## config.mk

```make
export PLATFORM = sky130hd
export DESIGN_NAME = sysbus_arbiter
export DESIGN_NICKNAME = d
export VERILOG_FILES = /design/src/rtl/sysbus_arbiter.sv
export SDC_FILE = /design/constraint.sdc
export NUM_CORES = 1
export LEC_CHECK = 0
export BUFFER_PORTS_ARGS = -buffer_cell sky130_fd_sc_hd__clkbuf_2
export CORE_AREA = 8 8 182 184
export CTS_BUF_LIST = sky130_fd_sc_hd__clkbuf_16
export CTS_CLUSTER_DIAMETER = 40
export DETAILED_ROUTE_END_ITERATION = 8
export DIE_AREA = 0 0 190 192
export SLEW_MARGIN = 30
export SYNTH_ARGS = -nofsm -noshare
export SYNTH_HDL_FRONTEND = slang
export SYNTH_SLANG_ARGS = --single-unit
```

## constraint.sdc

```tcl
create_clock -name clk -period 2.5 [get_ports clk]
set_input_delay 0.5 -clock clk [delete_from_list [all_inputs] [get_ports clk]]
set_output_delay 0.5 -clock clk [all_outputs]
set_load 0.03 [all_outputs]
```

## src/rtl/sysbus_arbiter.sv

```systemverilog
// sysbus_arbiter: shares one Sysbus request/response channel between the
// instruction-fetch requester (line reads) and the data requester (line
// reads/writes), one transaction in flight at a time.
// Ports:
//   clk, reset                 clock, async active-high reset
//   fetch_valid/addr/ack       fetch read request handshake
//   fetch_rvalid/rdata         fetch response beats
//   data_valid/write/addr/ack  data request handshake
//   data_wready/wdata          data write beats
//   data_rvalid/rdata          data response beats
//   bus_reqcyc/req/reqtag/ack  Sysbus request channel
//   bus_respcyc/resp/resptag   Sysbus response channel
//   bus_respack                Sysbus response accept
// Build option: ARB_ROUND_ROBIN_EN selects round-robin arbitration;
// left undefined, data has fixed priority over fetch.

module sysbus_arbiter #(
  parameter int         ADDR_W   = 64,
  parameter int         DATA_W   = 64,
  parameter int         TAG_W    = 13,
  parameter int         BEATS    = 8,
  parameter logic [7:0] FETCH_ID = 8'h00,
  parameter logic [7:0] DATA_ID  = 8'h01
) (
  input  logic              clk,
  input  logic              reset,
  input  logic              fetch_valid,
  input  logic [ADDR_W-1:0] fetch_addr,
  output logic              fetch_ack,
  output logic              fetch_rvalid,
  output logic [DATA_W-1:0] fetch_rdata,
  input  logic              data_valid,
  input  logic              data_write,
  input  logic [ADDR_W-1:0] data_addr,
  output logic              data_ack,
  output logic              data_wready,
  input  logic [DATA_W-1:0] data_wdata,
  output logic              data_rvalid,
  output logic [DATA_W-1:0] data_rdata,
  output logic              bus_reqcyc,
  output logic [DATA_W-1:0] bus_req,
  output logic [TAG_W-1:0]  bus_reqtag,
  input  logic              bus_reqack,
  input  logic              bus_respcyc,
  input  logic [DATA_W-1:0] bus_resp,
  input  logic [TAG_W-1:0]  bus_resptag,
  output logic              bus_respack
);

  localparam int CNT_W = $clog2(BEATS) + 1;
  localparam logic [CNT_W-1:0] LAST_BEAT = CNT_W'(BEATS - 1);
  localparam logic [3:0] MEM_SPACE = 4'h1;

  typedef enum logic [1:0] {
    S_IDLE,
    S_REQ,
    S_RESP,
    S_WDATA
  } state_t;

  state_t            state_q, state_d;
  logic              owner_q, owner_d;
  logic              wr_q, wr_d;
  logic [CNT_W-1:0]  cnt_q, cnt_d;
  logic [DATA_W-1:0] addr_q, addr_d;
  logic [TAG_W-1:0]  tag_q, tag_d;
  logic              any_valid;
  logic              grant_data;
  logic              last_beat;

  function automatic logic [DATA_W-1:0] line_of(
    input logic [ADDR_W-1:0] a
  );
    logic [ADDR_W-1:0] m;
    m = a & ~ADDR_W'(63);
    return DATA_W'(m);
  endfunction

  assign any_valid = fetch_valid || data_valid;
  assign last_beat = (cnt_q == LAST_BEAT);

`ifdef ARB_ROUND_ROBIN_EN
  // Resets to "data last", so fetch takes the first tie.
  logic last_data_q;

  always_ff @(posedge clk or posedge reset) begin
    if (reset) begin
      last_data_q <= 1'b1;
    end else if (state_q == S_IDLE && any_valid) begin
      last_data_q <= grant_data;
    end
  end

  assign grant_data =
    data_valid && (!fetch_valid || !last_data_q);
`else
  assign grant_data = data_valid;
`endif

  always_ff @(posedge clk or posedge reset) begin
    if (reset) begin
      state_q <= S_IDLE;
      owner_q <= 1'b0;
      wr_q    <= 1'b0;
      cnt_q   <= '0;
      addr_q  <= '0;
      tag_q   <= '0;
    end else begin
      state_q <= state_d;
      owner_q <= owner_d;
      wr_q    <= wr_d;
      cnt_q   <= cnt_d;
      addr_q  <= addr_d;
      tag_q   <= tag_d;
    end
  end

  always_comb begin
    state_d      = state_q;
    owner_d      = owner_q;
    wr_d         = wr_q;
    cnt_d        = cnt_q;
    addr_d       = addr_q;
    tag_d        = tag_q;
    fetch_ack    = 1'b0;
    fetch_rvalid = 1'b0;
    fetch_rdata  = '0;
    data_ack     = 1'b0;
    data_wready  = 1'b0;
    data_rvalid  = 1'b0;
    data_rdata   = '0;
    bus_reqcyc   = 1'b0;
    bus_req      = '0;
    bus_reqtag   = '0;
    bus_respack  = 1'b0;

    unique case (state_q)
      S_IDLE: begin
        if (any_valid) begin
          owner_d = grant_data;
          wr_d    = grant_data && data_write;
          addr_d  = grant_data ? line_of(data_addr)
                               : line_of(fetch_addr);
          tag_d   = TAG_W'({
            ~wr_d, MEM_SPACE,
            grant_data ? DATA_ID : FETCH_ID
          });
          cnt_d   = '0;
          state_d = S_REQ;
        end
      end

      S_REQ: begin
        bus_reqcyc = 1'b1;
        bus_req    = addr_q;
        bus_reqtag = tag_q;
        if (bus_reqack) begin
          fetch_ack = !owner_q;
          data_ack  = owner_q;
          state_d   = wr_q ? S_WDATA : S_RESP;
        end
      end

      // Write beats flow one per cycle straight from the requester.
      S_WDATA: begin
        bus_reqcyc  = 1'b1;
        bus_req     = data_wdata;
        bus_reqtag  = tag_q;
        data_wready = 1'b1;
        if (last_beat) begin
          cnt_d   = '0;
          state_d = S_IDLE;
        end else begin
          cnt_d = cnt_q + 1'b1;
        end
      end

      // Beats are forwarded with no latency; gaps are allowed.
      S_RESP: begin
        bus_respack = bus_respcyc;
        if (owner_q) begin
          data_rvalid = bus_respcyc;
          data_rdata  = bus_respcyc ? bus_resp : '0;
        end else begin
          fetch_rvalid = bus_respcyc;
          fetch_rdata  = bus_respcyc ? bus_resp : '0;
        end
        if (bus_respcyc) begin
          if (last_beat) begin
            cnt_d   = '0;
            state_d = S_IDLE;
          end else begin
            cnt_d = cnt_q + 1'b1;
          end
        end
      end

      default: begin
        state_d = S_IDLE;
      end
    endcase
  end

  // The response tag is only inspected by the checks below.
  logic unused_resptag;
  assign unused_resptag = ^bus_resptag;

`ifndef SYNTHESIS
  logic [7:0] owner_id;
  assign owner_id = owner_q ? DATA_ID : FETCH_ID;

  a_resp_owner: assert property (
    @(posedge clk) disable iff (reset)
    (state_q == S_RESP && bus_respcyc)
      |-> (bus_resptag[7:0] == owner_id)
  ) else $error("sysbus_arbiter: resp tag id not owner");

  a_resp_state: assert property (
    @(posedge clk) disable iff (reset)
    bus_respcyc |-> (state_q == S_RESP)
  ) else $error("sysbus_arbiter: resp beat outside RESP");
`endif

endmodule

```

==> results.sh <==
export IMPL_ys_async_sr_fraction_pct=100
export IMPL_io_pins=488
export IMPL_crit_required_ps=2000
export IMPL_synth_edf_count=0
export IMPL_routed_wl_mm=27.6
export IMPL_die_x_um=190
export IMPL_start_kind="flip-flop"
export IMPL_drtAntennaViolNets=0
export IMPL_drive_above_1_share_pct=62.6
export IMPL_synth_common_cells="134 x and3_1, 68 x dfrtp_1"
export IMPL_viasPerCell=4.22
export IMPL_grt_met1_usage_pct=14.7
export IMPL_fin_nets=1251
export IMPL_drtIter0Drc=242
export IMPL_coreArea_um2=30200
export IMPL_port_buffers=452
export IMPL_path_max_fanout=69
export IMPL_clkLatencyLatePin_ps=340
export IMPL_finalPower_mw=9.29
export IMPL_avgSynthCellArea_um2=10.3
export IMPL_leakage_nw=5.21
export IMPL_min_path_type="in -> async"
export IMPL_dp_final_hpwl_mm=22.3
export IMPL_synth_seq_cells=68
export IMPL_finalSetupTns_ps=0
export IMPL_cts_tree="built"
export IMPL_clock_power_share_pct=15.2
export IMPL_grt_pass1_vias=6153
export IMPL_sw_frac_of_total_pct=47.0
export IMPL_synth_seq_area_share_pct=29.9
export IMPL_rsz0062_at_grt="true"
export IMPL_cts_root_buf="clkbuf_16"
export IMPL_intPower_mw=4.93
export IMPL_vias=5815
export IMPL_period_needed_ps=2410
export IMPL_met2_usage_pct=26.8
export IMPL_synth_top_area_cell="dfrtp_1"
export IMPL_dieArea_um2=36500
export IMPL_synthFlopType="dfrtp_1"
export IMPL_clock_sinks=68
export IMPL_drc=0
export IMPL_p_sw_mw=4.36
export IMPL_period_share_pct=96.4
export IMPL_fp_row_count=64
export IMPL_yosysMostFrequentCell="and3_1"
export IMPL_post_synth_top_area_fraction_pct=29.9
export IMPL_hold_violations=0
export IMPL_track_usage_pct=14.1
export IMPL_syn_inst=552
export IMPL_slew_headroom_pct=52.3
export IMPL_fmax_mhz=415
export IMPL_initial_core_util_pct=18.9
export IMPL_synthTopCellsByArea="dfrtp_1 30%, mux2_4 15%, and3_1 15%"
export IMPL_area_growth_pct=53.3
export IMPL_synth_cell_types=34
export IMPL_setup_viol=0
export IMPL_pwr_share_seq_pct=21.9
export IMPL_ys_warn_count=0
export IMPL_tightest_slew_ps=715
export IMPL_outcome="finished clean"
export IMPL_maxSlewViolCount=0
export IMPL_dr_pass1_iters=4
export IMPL_grt_util_met3_pct=3.98
export IMPL_grt_max_degree=78
export IMPL_grt_busiest_layer="met2"
export IMPL_maxCapViolations=0
export IMPL_placed_area_um2=8310
export IMPL_p_per_area_nw_per_um2=1060
export IMPL_end_kind="primary output"
export IMPL_worst_setup_path_type="reg -> out"
export IMPL_cts_path_max_buffers=2
export IMPL_p_comb_share_pct=62.9
export IMPL_crit_arrival_ps=1910
export IMPL_stdcell_area_um2=8720
export IMPL_die_h_um=192
export IMPL_wl_per_cell_um=20.0
export IMPL_finClkSkew_ps=12.4
export IMPL_antenna_found_initial=3
export IMPL_irDropWorstVdd_mv=0.466
export IMPL_htreeDepth=3
export IMPL_grt_pass1_wl_mm=38.8
export IMPL_path_clk_slew_ps=70
export IMPL_cts_buffers=9
export IMPL_synth_area_um2=5690
export IMPL_gp_congestion=0.849
export IMPL_overflow=0
export IMPL_post_route_util_pct=28.9
critical path, stage by stage (launching register included):
cell	delay [ps]
dfrtp_4	430
buf_12	310
mux2i_1	160
nor2b_1	230
clkbuf_2	260
layout by cell type (no fill, tap or decap), types with 4 or more instances in the layout:
| cell | count |
|---|---|
| and2_1 | 6 |
| and3_1 | 134 |
| buf_12 | 7 |
| buf_2 | 17 |
| buf_4 | 10 |
| clkbuf_16 | 9 |
| clkbuf_2 | 431 |
| clkbuf_4 | 4 |
| conb_1 | 10 |
| dfrtp_1 | 66 |
| inv_1 | 4 |
| mux2_2 | 58 |
| mux2_4 | 58 |
| mux2i_1 | 58 |
| nor2_1 | 5 |
| nor2b_1 | 58 |
| o21ai_0 | 4 |
kinds of logic after synthesis:
| logic type | count (synthesis) | synth area share, % |
|---|---|---|
| AOI/OAI and AO/OA | 17 | 1.98 |
| adders and majority gates | 1 | 0.220 |
| buffers and inverters | 75 | 7.21 |
| DFF | 68 | 29.9 |
| muxes | 174 | 37.0 |
| other | 1 | 0.0659 |
| and+or+nand+nor | 216 | 23.7 |
routing by layer:
| metal | part of all wire (%) | vias to the layer above |
|---|---|---|
| met5 | 0 | - |
| met4 | 1.9 | 0 |
| met3 | 8.1 | 21 |
| met2 | 53 | 309 |
| met1 | 37 | 2700 |
| li1 | - | 2785 |
final cells by class:
class                   count  area [um^2]
fillers                  3234        21500
multi-input cells         418         3620
repair buffers            471         2550
flip-flops and latches     68         1710
well taps                 396          495
clock buffers               9          225
clock inverters             7          100
inverters                   6         22.5
diodes                      2         5.00
sequential cells by signal (all words and copies together) (netlist names):
name	cells
wr_q	1
addr_q	58
cnt_q	4
state_q	2
tag_q	3
path summary, 6_finish.rpt:
kind                                     to  cells after the start  slack, ps       start
worst max-delay path            bus_req[28]                      4         90  state_q[1]
worst min-delay path             addr_q[35]                      2        260       reset
worst max register to register   addr_q[40]                      5        520  state_q[1]
worst min register to register     tag_q[8]                      1        470    tag_q[8]
max in group asynchronous        state_q[1]                      3       1540       reset
min in group clk                   tag_q[8]                      1        470    tag_q[8]
power by group through the flow:
| stage | Combinational (mW) | Clock (mW) | Sequential, mW |
|---|---|---|---|
| floorplan | 4.30 | 0 | 1.91 |
| global placement | 5.77 | 0 | 2.04 |
| detailed placement | 5.84 | 0 | 2.04 |
| CTS | 5.95 | 1.47 | 2.05 |
| global route | 6.23 | 1.51 | 2.11 |
| finish | 5.84 | 1.41 | 2.04 |
per-stage QoR:
step / hold WS [ps] / worst slack, ps / instances
2_1_floorplan: 425 / 288 / 561
3_3_place_gp: 449 / 213 / 1355
3_5_place_dp: 448 / 172 / 1355
4_1_cts: 269 / 68.1 / 1375
5_1_grt: 317 / -4.27 / 1377
6_report: 259 / 89.3 / 1377
what timing repair did:
| action | 4_1_cts | 5_1_grt |
|---|---|---|
| setup endpoints to repair | 15 | 64 |
| hold buffers | 0 | 0 |
| pin swaps | 1 | 0 |
| cloned | 2 | 0 |
| buffers inserted | 2 | 0 |
| resized for setup | 0 | 25 |
(Power assumes the default switching activity.)
